## config.mk

```make
export PLATFORM = sky130hd
export DESIGN_NAME = apb_i2c_regif
export DESIGN_NICKNAME = d
export VERILOG_FILES = /design/src/rtl/apb_i2c_regif.sv
export SDC_FILE = /design/constraint.sdc
export NUM_CORES = 1
export LEC_CHECK = 0
export BUFFER_PORTS_ARGS = -buffer_cell sky130_fd_sc_hd__buf_4
export CAP_MARGIN = 10
export CORE_MARGIN = 2
export CORE_UTILIZATION = 53
export CTS_BUF_LIST = sky130_fd_sc_hd__clkbuf_8
export DETAILED_ROUTE_END_ITERATION = 7
export PLACE_DENSITY = 0.93
export SYNTH_ARGS = -nofsm -noshare
export SYNTH_HDL_FRONTEND = slang
export SYNTH_SLANG_ARGS = --single-unit
```

## constraint.sdc

```tcl
create_clock -name clk -period 2.9 [get_ports clk]
set_clock_uncertainty 0.15 [all_clocks]
set_input_delay 0.29 -clock clk [delete_from_list [all_inputs] [get_ports clk]]
set_output_delay 0.29 -clock clk [all_outputs]
set_load 0.1 [all_outputs]
```

## src/rtl/apb_i2c_regif.sv

```systemverilog
// APB3 register front-end for the APB-I2C bridge: holds the transaction setup,
// launches one engine transaction on START and captures the RX word when it ends.
module apb_i2c_regif #(
    parameter int ADDR_W    = 5,
    parameter int LAUNCH_TO = 16,
    parameter int RUN_TO    = 65535
) (
    input  logic              clk,
    input  logic              rst,
    input  logic              psel,
    input  logic              penable,
    input  logic              pwrite,
    input  logic [ADDR_W-1:0] paddr,
    input  logic [31:0]       pwdata,
    output logic [31:0]       prdata,
    output logic              pready,
    output logic              pslverr,
    output logic              irq,
    output logic              i2c_enable,
    output logic              i2c_rw,
    output logic              i2c_da,
    output logic              i2c_rep,
    output logic [1:0]        i2c_bytcount,
    output logic [6:0]        i2c_addr,
    output logic [31:0]       i2c_din,
    input  logic [31:0]       i2c_dout,
    input  logic [3:0]        i2c_istate
);

    typedef enum logic [1:0] {
        S_IDLE    = 2'd0,
        S_LAUNCH  = 2'd1,
        S_RUN     = 2'd2,
        S_CAPTURE = 2'd3
    } seqState_t;

    seqState_t   state_q;
    logic [15:0] cnt_q;
    logic        enable_q;
    logic        rw_q;
    logic        da_q;
    logic        rep_q;
    logic [1:0]  bytcount_q;
    logic        irqEn_q;
    logic [6:0]  saddr_q;
    logic [31:0] txdata_q;
    logic [31:0] rxdata_q;
    logic        done_q;
    logic        err_q;

    logic        busy;
    logic        engineActive;
    logic        aligned;
    logic [2:0]  regSel;
    logic        wrAccess;
    logic        rdAccess;
    logic        wrCtrl;
    logic        wrSaddr;
    logic        wrTx;
    logic        wrRx;
    logic        wrStatus;
    logic        startBlocked;
    logic        ctrlCommit;
    logic        launch;

    assign busy         = (state_q != S_IDLE);
    assign engineActive = (i2c_istate != 4'd0);
    assign aligned      = (paddr[1:0] == 2'b00);
    assign regSel       = paddr[4:2];
    assign wrAccess     = psel & penable & pwrite & aligned;
    assign rdAccess     = psel & penable & ~pwrite & aligned;

    assign wrCtrl   = wrAccess & (regSel == 3'd0);
    assign wrSaddr  = wrAccess & (regSel == 3'd1);
    assign wrTx     = wrAccess & (regSel == 3'd2);
    assign wrRx     = wrAccess & (regSel == 3'd3);
    assign wrStatus = wrAccess & (regSel == 3'd4);

    // A START while the engine is still busy from elsewhere is refused as a whole.
    assign startBlocked = wrCtrl & pwdata[0] & engineActive;
    assign ctrlCommit   = wrCtrl & ~busy & ~startBlocked;
    assign launch       = ctrlCommit & pwdata[0];

    assign pslverr = ((wrCtrl | wrSaddr | wrTx) & busy) | wrRx | (startBlocked & ~busy);
    assign pready  = 1'b1;
    assign irq     = done_q & irqEn_q;

    assign i2c_enable   = enable_q;
    assign i2c_rw       = rw_q;
    assign i2c_da       = da_q;
    assign i2c_rep      = rep_q;
    assign i2c_bytcount = bytcount_q;
    assign i2c_addr     = saddr_q;
    assign i2c_din      = txdata_q;

    always_comb begin
        prdata = 32'd0;
        if (rdAccess) begin
            case (regSel)
                3'd0:    prdata = {23'd0, irqEn_q, 2'b00, bytcount_q, rep_q, da_q, rw_q, 1'b0};
                3'd1:    prdata = {25'd0, saddr_q};
                3'd2:    prdata = txdata_q;
                3'd3:    prdata = rxdata_q;
                3'd4:    prdata = {24'd0, i2c_istate, 1'b0, err_q, done_q, busy};
                default: prdata = 32'd0;
            endcase
        end
    end

    // Sequencer state updates come after the W1C so a same-cycle set of DONE wins.
    always_ff @(posedge clk or negedge rst) begin
        if (!rst) begin
            state_q    <= S_IDLE;
            cnt_q      <= 16'd0;
            enable_q   <= 1'b0;
            rw_q       <= 1'b0;
            da_q       <= 1'b0;
            rep_q      <= 1'b0;
            bytcount_q <= 2'd0;
            irqEn_q    <= 1'b0;
            saddr_q    <= 7'd0;
            txdata_q   <= 32'd0;
            rxdata_q   <= 32'd0;
            done_q     <= 1'b0;
            err_q      <= 1'b0;
        end else begin
            if (ctrlCommit) begin
                rw_q       <= pwdata[1];
                da_q       <= pwdata[2];
                rep_q      <= pwdata[3];
                bytcount_q <= pwdata[5:4];
                irqEn_q    <= pwdata[8];
            end
            if (wrSaddr && !busy) begin
                saddr_q <= pwdata[6:0];
            end
            if (wrTx && !busy) begin
                txdata_q <= pwdata;
            end
            if (wrStatus) begin
                done_q <= done_q & ~pwdata[1];
                err_q  <= err_q & ~pwdata[2];
            end

            case (state_q)
                S_IDLE: begin
                    if (launch) begin
                        state_q  <= S_LAUNCH;
                        enable_q <= 1'b1;
                        cnt_q    <= 16'd0;
                        done_q   <= 1'b0;
                        err_q    <= 1'b0;
                    end
                end
                S_LAUNCH: begin
                    if (engineActive) begin
                        state_q  <= S_RUN;
                        enable_q <= 1'b0;
                        cnt_q    <= 16'd0;
                    end else if (cnt_q == 16'(LAUNCH_TO - 1)) begin
                        state_q  <= S_IDLE;
                        enable_q <= 1'b0;
                        err_q    <= 1'b1;
                    end else begin
                        cnt_q <= cnt_q + 16'd1;
                    end
                end
                S_RUN: begin
                    // The watchdog only flags the error; the engine keeps running.
                    if (!engineActive) begin
                        state_q <= S_CAPTURE;
                    end else if (cnt_q == 16'(RUN_TO - 1)) begin
                        state_q <= S_IDLE;
                        err_q   <= 1'b1;
                    end else begin
                        cnt_q <= cnt_q + 16'd1;
                    end
                end
                S_CAPTURE: begin
                    rxdata_q <= i2c_dout;
                    done_q   <= 1'b1;
                    state_q  <= S_IDLE;
                end
                default: begin
                    state_q  <= S_IDLE;
                    enable_q <= 1'b0;
                end
            endcase
        end
    end

endmodule

```

Word level (Yosys, flattened, before mapping) --
Cells that the tools add are included.
Word-level totals: bits in registers 98, input bits 78, output and inout port bits 80, logic and storage cells 99
Operators by class: add/subtract/negate cells 1, eq/ne operators 15, multiplexer cells 28, bitwise gates (word level) 29, reductions and logical operators 13
Operators by type and width (count):
- case mux 32 bit (5 select lines) | 1
- two-way mux 16 bit | 5
- case mux 16 bit (3 select lines) | 1
- two-way mux 32 bit | 1
- bitwise AND 1 bit | 20
- adder 16 x 1 -> 16 bit (second input constant) | 1
- == test 16 bit (second input constant) | 1
- == test 16 x 4 -> 1 bit (second input constant) | 1
- two-way mux 1 bit | 11
- two-way mux 2 bit | 5
- != test 3 bit (second input constant) | 3
- case mux 2 bit (4 select lines) | 1
- == test 3 x 2 -> 1 bit (second input constant) | 2
- != test 2 bit (second input constant) | 3
- AND reduction 3 bit | 2
- inverter 1 bit | 5
- AND reduction 5 bit | 1
- == test 2 bit (second input constant) | 2
- zero test 2 bit | 2
- OR 1 bit | 4
- case mux 1 bit (2 select lines) | 2
- nonzero test 2 bit | 2
- nonzero test 4 bit | 1
- == test 3 x 1 -> 1 bit (second input constant) | 1
- 7 further kinds | 8

Depth between registers and ports, before layout --
depth in word-level cells 11, gate-level depth with buffers 9, gate-level depth less buffers 7

Worst setup path after synthesis --
No wires, ideal clock.
path type register -> output, start point register txdata_q[8], in the netlist i2c_din[8], end point output prdata[8], arrival time 3.278 ns, required time 2.460 ns, setup slack -0.818 ns, cell stages (with the launch flop) 5, path buffers 0, cell sequence dfrtp_1 > mux2i_1 > nor2_1 > a31oi_1 > nor3_1
Between the ends: cells in the longest elaborated chain, start to end 2
Ends and longest elaborated chain:
- start: declaration | RTL line 46 | logic [31:0] txdata_q;
- start signal: assignment | RTL line 138 | txdata_q <= pwdata;
- case mux 32 bit (5 select lines) | RTL line 99 | case (regSel)
- two-way mux 32 bit | RTL line 98 | if (rdAccess) begin
- end: declaration | RTL line 15 | output logic [31:0] prdata,
Every way passes these cells.

Final worst setup path --
start point input paddr[3], end point output prdata[31]
Between the ends: cells in the longest elaborated chain, start to end 3, elaborated cells on any way between the ends 7, classes of those cells eq/ne (4); mux (2); reduce/logical (1)
Ends and longest elaborated chain:
- start: declaration | RTL line 13 | input logic [ADDR_W-1:0] paddr,
- == test 3 bit, or another cell as far along | RTL line 99
- case mux 32 bit (5 select lines) * | RTL line 99
- two-way mux 32 bit * | RTL line 98
Every way passes the cells marked *; elsewhere a longest branch is shown, timed or not.

==> metrics.txt <==
1st-iter DRT viols=about 450; Worst Setup Start Kind=primary input; final setup fails=0; Synth Instances=458; TritonRoute pass-1 iters=5; Final Critical Period=about 2.5 ns; core footprint=a little over 9000 um^2; Max Slew Vio Count=0; detailed-route wire length per cell=between 20 and 25 um; Power Density=693 nW/um^2; most frequent cells in the layout=buf_4 (164), dfrtp_1 (98), mux2_2 (71), a22oi_1 (29), dlygate4sd3_1 (29); fin nets=about 710; sequential share of power=40.2%; top cell type's share of synthesized area=48.6%; Power Total=4.76 mW; GPL Wtd Cong=slightly above 0.9; multi-input logic area=between 2000 and 2500 um^2; Max FO, Critical Path=19; hpwl dp=~11000 um; post-synth top area cell=dfrtp_1; Hold Fails Final Rpt=0; Slew HR=between 50 and 60%; Worst EP arrival=between 2 and 2.5 ns; switching share of total power=between 40% and 50%; total gr overflow=0; Synth area leaders=dfrtp_1 (49%), mux2_2 (16%), a22oi_1 (4.3%); Worst Path Required=roughly 2.5 ns; vias in the first global route=roughly 4500; worst min-delay path class=primary input to register; effective utilization at floorplan=a little over half; Root Driver=clkbuf_8; EDFF count, synth=0; num ports=between 150 and 200; Area Growth Syn to Fin=36.0%; XOR/XNOR Fraction of Synth Area=0%; final period utilization=86.2%; CTS Hold Buffers Added=22; Worst Setup End Kind=output pin; clock latency on the worst-skew pair=0.36 ns; final WL=about 16000 um; TritonCTS Buffers=9; first-pass GRT wire length=24100 um; Crit-path slowest cell=nor2_2; status=finished, final reports clean; Sink Count=98; clock share of power=between 10% and 20%; combinational power share=around two fifths; crit-path cells=buf_4 -> nand2_1 -> nor2_2 -> buf_4 -> a22oi_1 -> nor2_1 -> buf_4; remaining antenna violation count=0; DR vias/cell=~6; largest family of logic cells by synthesized area=multiplexers; antenna violations before repair=0; largest stage delay on the critical path=just under 0.4 ns; Reg area=~2500 um^2; chip height=102 um; flops & latches, synth=roughly 100; commonest non-fill, non-tap cell in the layout=buf_4; CTS tree=yes; FP Rows=35; CTS resizes=0; Longest Clk Path Bufs=2; adder-cell share of the synthesized area=1.49%; cell-internal power=2.79 mW; Clock transition at path regs=0.12 ns; YS warnings=0; sequential fraction of the synthesis area=a little under 50%; routed vias=approximately 4700; GR Util All Layers=30.6%; Die ar.=10300 um^2; CP most frequent cell=buf_4; peak supply drop=~0.45 mV; antenna cell count=0; Switching Power=1.96 mW; Synth Area per Inst=11.0 um^2; RSZ-0062 raised after global routing=no; syn nets=542; Async S/R FF share, synth=100%; Synth Area in Simple Gates=12.4%; # DRC=0; main flop type after synthesis=dfrtp_1; Buffers on Ports=156; share of layout cells above drive strength 1=between 40% and 50%; total leakage power=between 3 and 4 nW; fill count=about 560; Synth Area in Compound Gates=between 10% and 20%; postcts setup bufs=0; die width=around 100 um; Final Core Density=between 70% and 80%; H-tree Lvls=3; post-synthesis mux area share=around a fifth; Netlist Area Pre-Place=5050 um^2; maximum clock frequency=between 0.3 and 0.4 GHz; Worst-Margin Slew=approximately 0.72 ns; max-cap violation count=0; count of cell types in the netlist=55; pin count of the biggest net entering global routing=51; CP Class=primary input to output pin
registers in the layout, indices dropped and copies added, names as in the netlist:
signal and count:
i2c_din 32, rxdata_q 32, cnt_q 16, i2c_addr 7
i2c_bytcount 2, state_q 2, done_q 1, err_q 1
i2c_da 1, i2c_enable 1, i2c_rep 1, i2c_rw 1
irqEn_q 1
worst max-delay path: cells and delay by family:
| kind | cells | cell delay (ns) |
|---|---|---|
| AND/OR/NAND/NOR | 3 | 0.71 |
| AO/OA/AOI/OAI | 1 | 0.14 |
| buffers and inverters | 3 | 0.91 |
logic make-up after synthesis:
family | count (synthesis)
buffers and inverters | 54
multiplexers | 85
AO/OA/AOI/OAI | 98
flip-flops | 98
AND/OR/NAND/NOR | 116
adder cells (fa/ha/maj) | 6
other | 1
worst paths after layout:
kind | startpoint | to | slack, ns | cells after the start
worst max-delay path | paddr[3] | prdata[31] | 0.40 | 7
worst min-delay path | i2c_dout[30] | rxdata_q[30]$_DFFE_PN0P_ | 0.007 | 2
worst max register to register | state_q[0]$_DFFE_PN0P_ | cnt_q[1]$_DFFE_PN0P_ | 0.41 | 7
worst min register to register | rxdata_q[8]$_DFFE_PN0P_ | rxdata_q[8]$_DFFE_PN0P_ | 0.37 | 1
max in group asynchronous | rst | rxdata_q[1]$_DFFE_PN0P_ | 1.57 | 3
min in group asynchronous | rst | rxdata_q[11]$_DFFE_PN0P_ | 0.34 | 2
power groups by stage:
| stage | clock (mW) | sequential (mW) | combinational, mW |
|---|---|---|---|
| after detailed placement | 0 | 1.91 | 1.86 |
| after global placement | 0 | 1.88 | 1.80 |
| after CTS | 0.876 | 1.88 | 1.89 |
| after floorplan | 0 | 2.26 | 1.05 |
| final | 0.888 | 1.91 | 1.96 |
| after global routing | 0.943 | 1.94 | 2.07 |
metal layers:
| layer | global-route usage [%] | up-vias | part of all wire [%] |
|---|---|---|---|
| met2 | 48.3 | 298 | 50 |
| met4 | 16.7 | 0 | 4.8 |
| met1 | 40.1 | 2315 | 38 |
| met5 | 0 | - | 0 |
| li1 | - | 2021 | - |
| met3 | 5.66 | 56 | 7.8 |
through the flow:
stage	hold slack [ns]	worst slack (ns)	instance area, um^2	cells	setup TNS [ns]
after global placement	0.208	0.507	6380	717	0
after global routing	0.00409	0.243	6870	762	0
final	0.00722	0.400	6870	762	0
after CTS	0.000155	0.463	6800	755	0
after detailed placement	0.212	0.434	6380	717	0
after floorplan	-0.156	-0.289	5110	458	-1.74
cells in the mapped netlist (3+ instances only):
cell and n:
and3_1 4, o21ai_0 3, and4_1 6, nand3_1 13, mux2_2 71, a21oi_1 18
ha_1 6, nand4_1 6, nor3_1 4, mux2i_1 7, buf_1 5, or3_1 3
mux2_1 7, a31oi_1 5, nand3b_1 3, a22oi_1 29, a211oi_1 6, clkbuf_1 22
nand2_1 11, and2_1 4, nand2b_1 5, dfrtp_1 98, a221oi_1 10, o22ai_1 12
nor2_1 42, buf_2 5, inv_1 19
final cells by class:
class | instances | share of cell area, %
inverters | 19 | 1.04
clock buffers | 10 | 2.00
repair buffers | 194 | 22.5
clock inverters | 6 | 0.838
flip-flops and latches | 98 | 35.7
multi-input cells | 306 | 35.6
well taps | 129 | 2.35
Note: power is estimated with default switching activity, not from simulation.
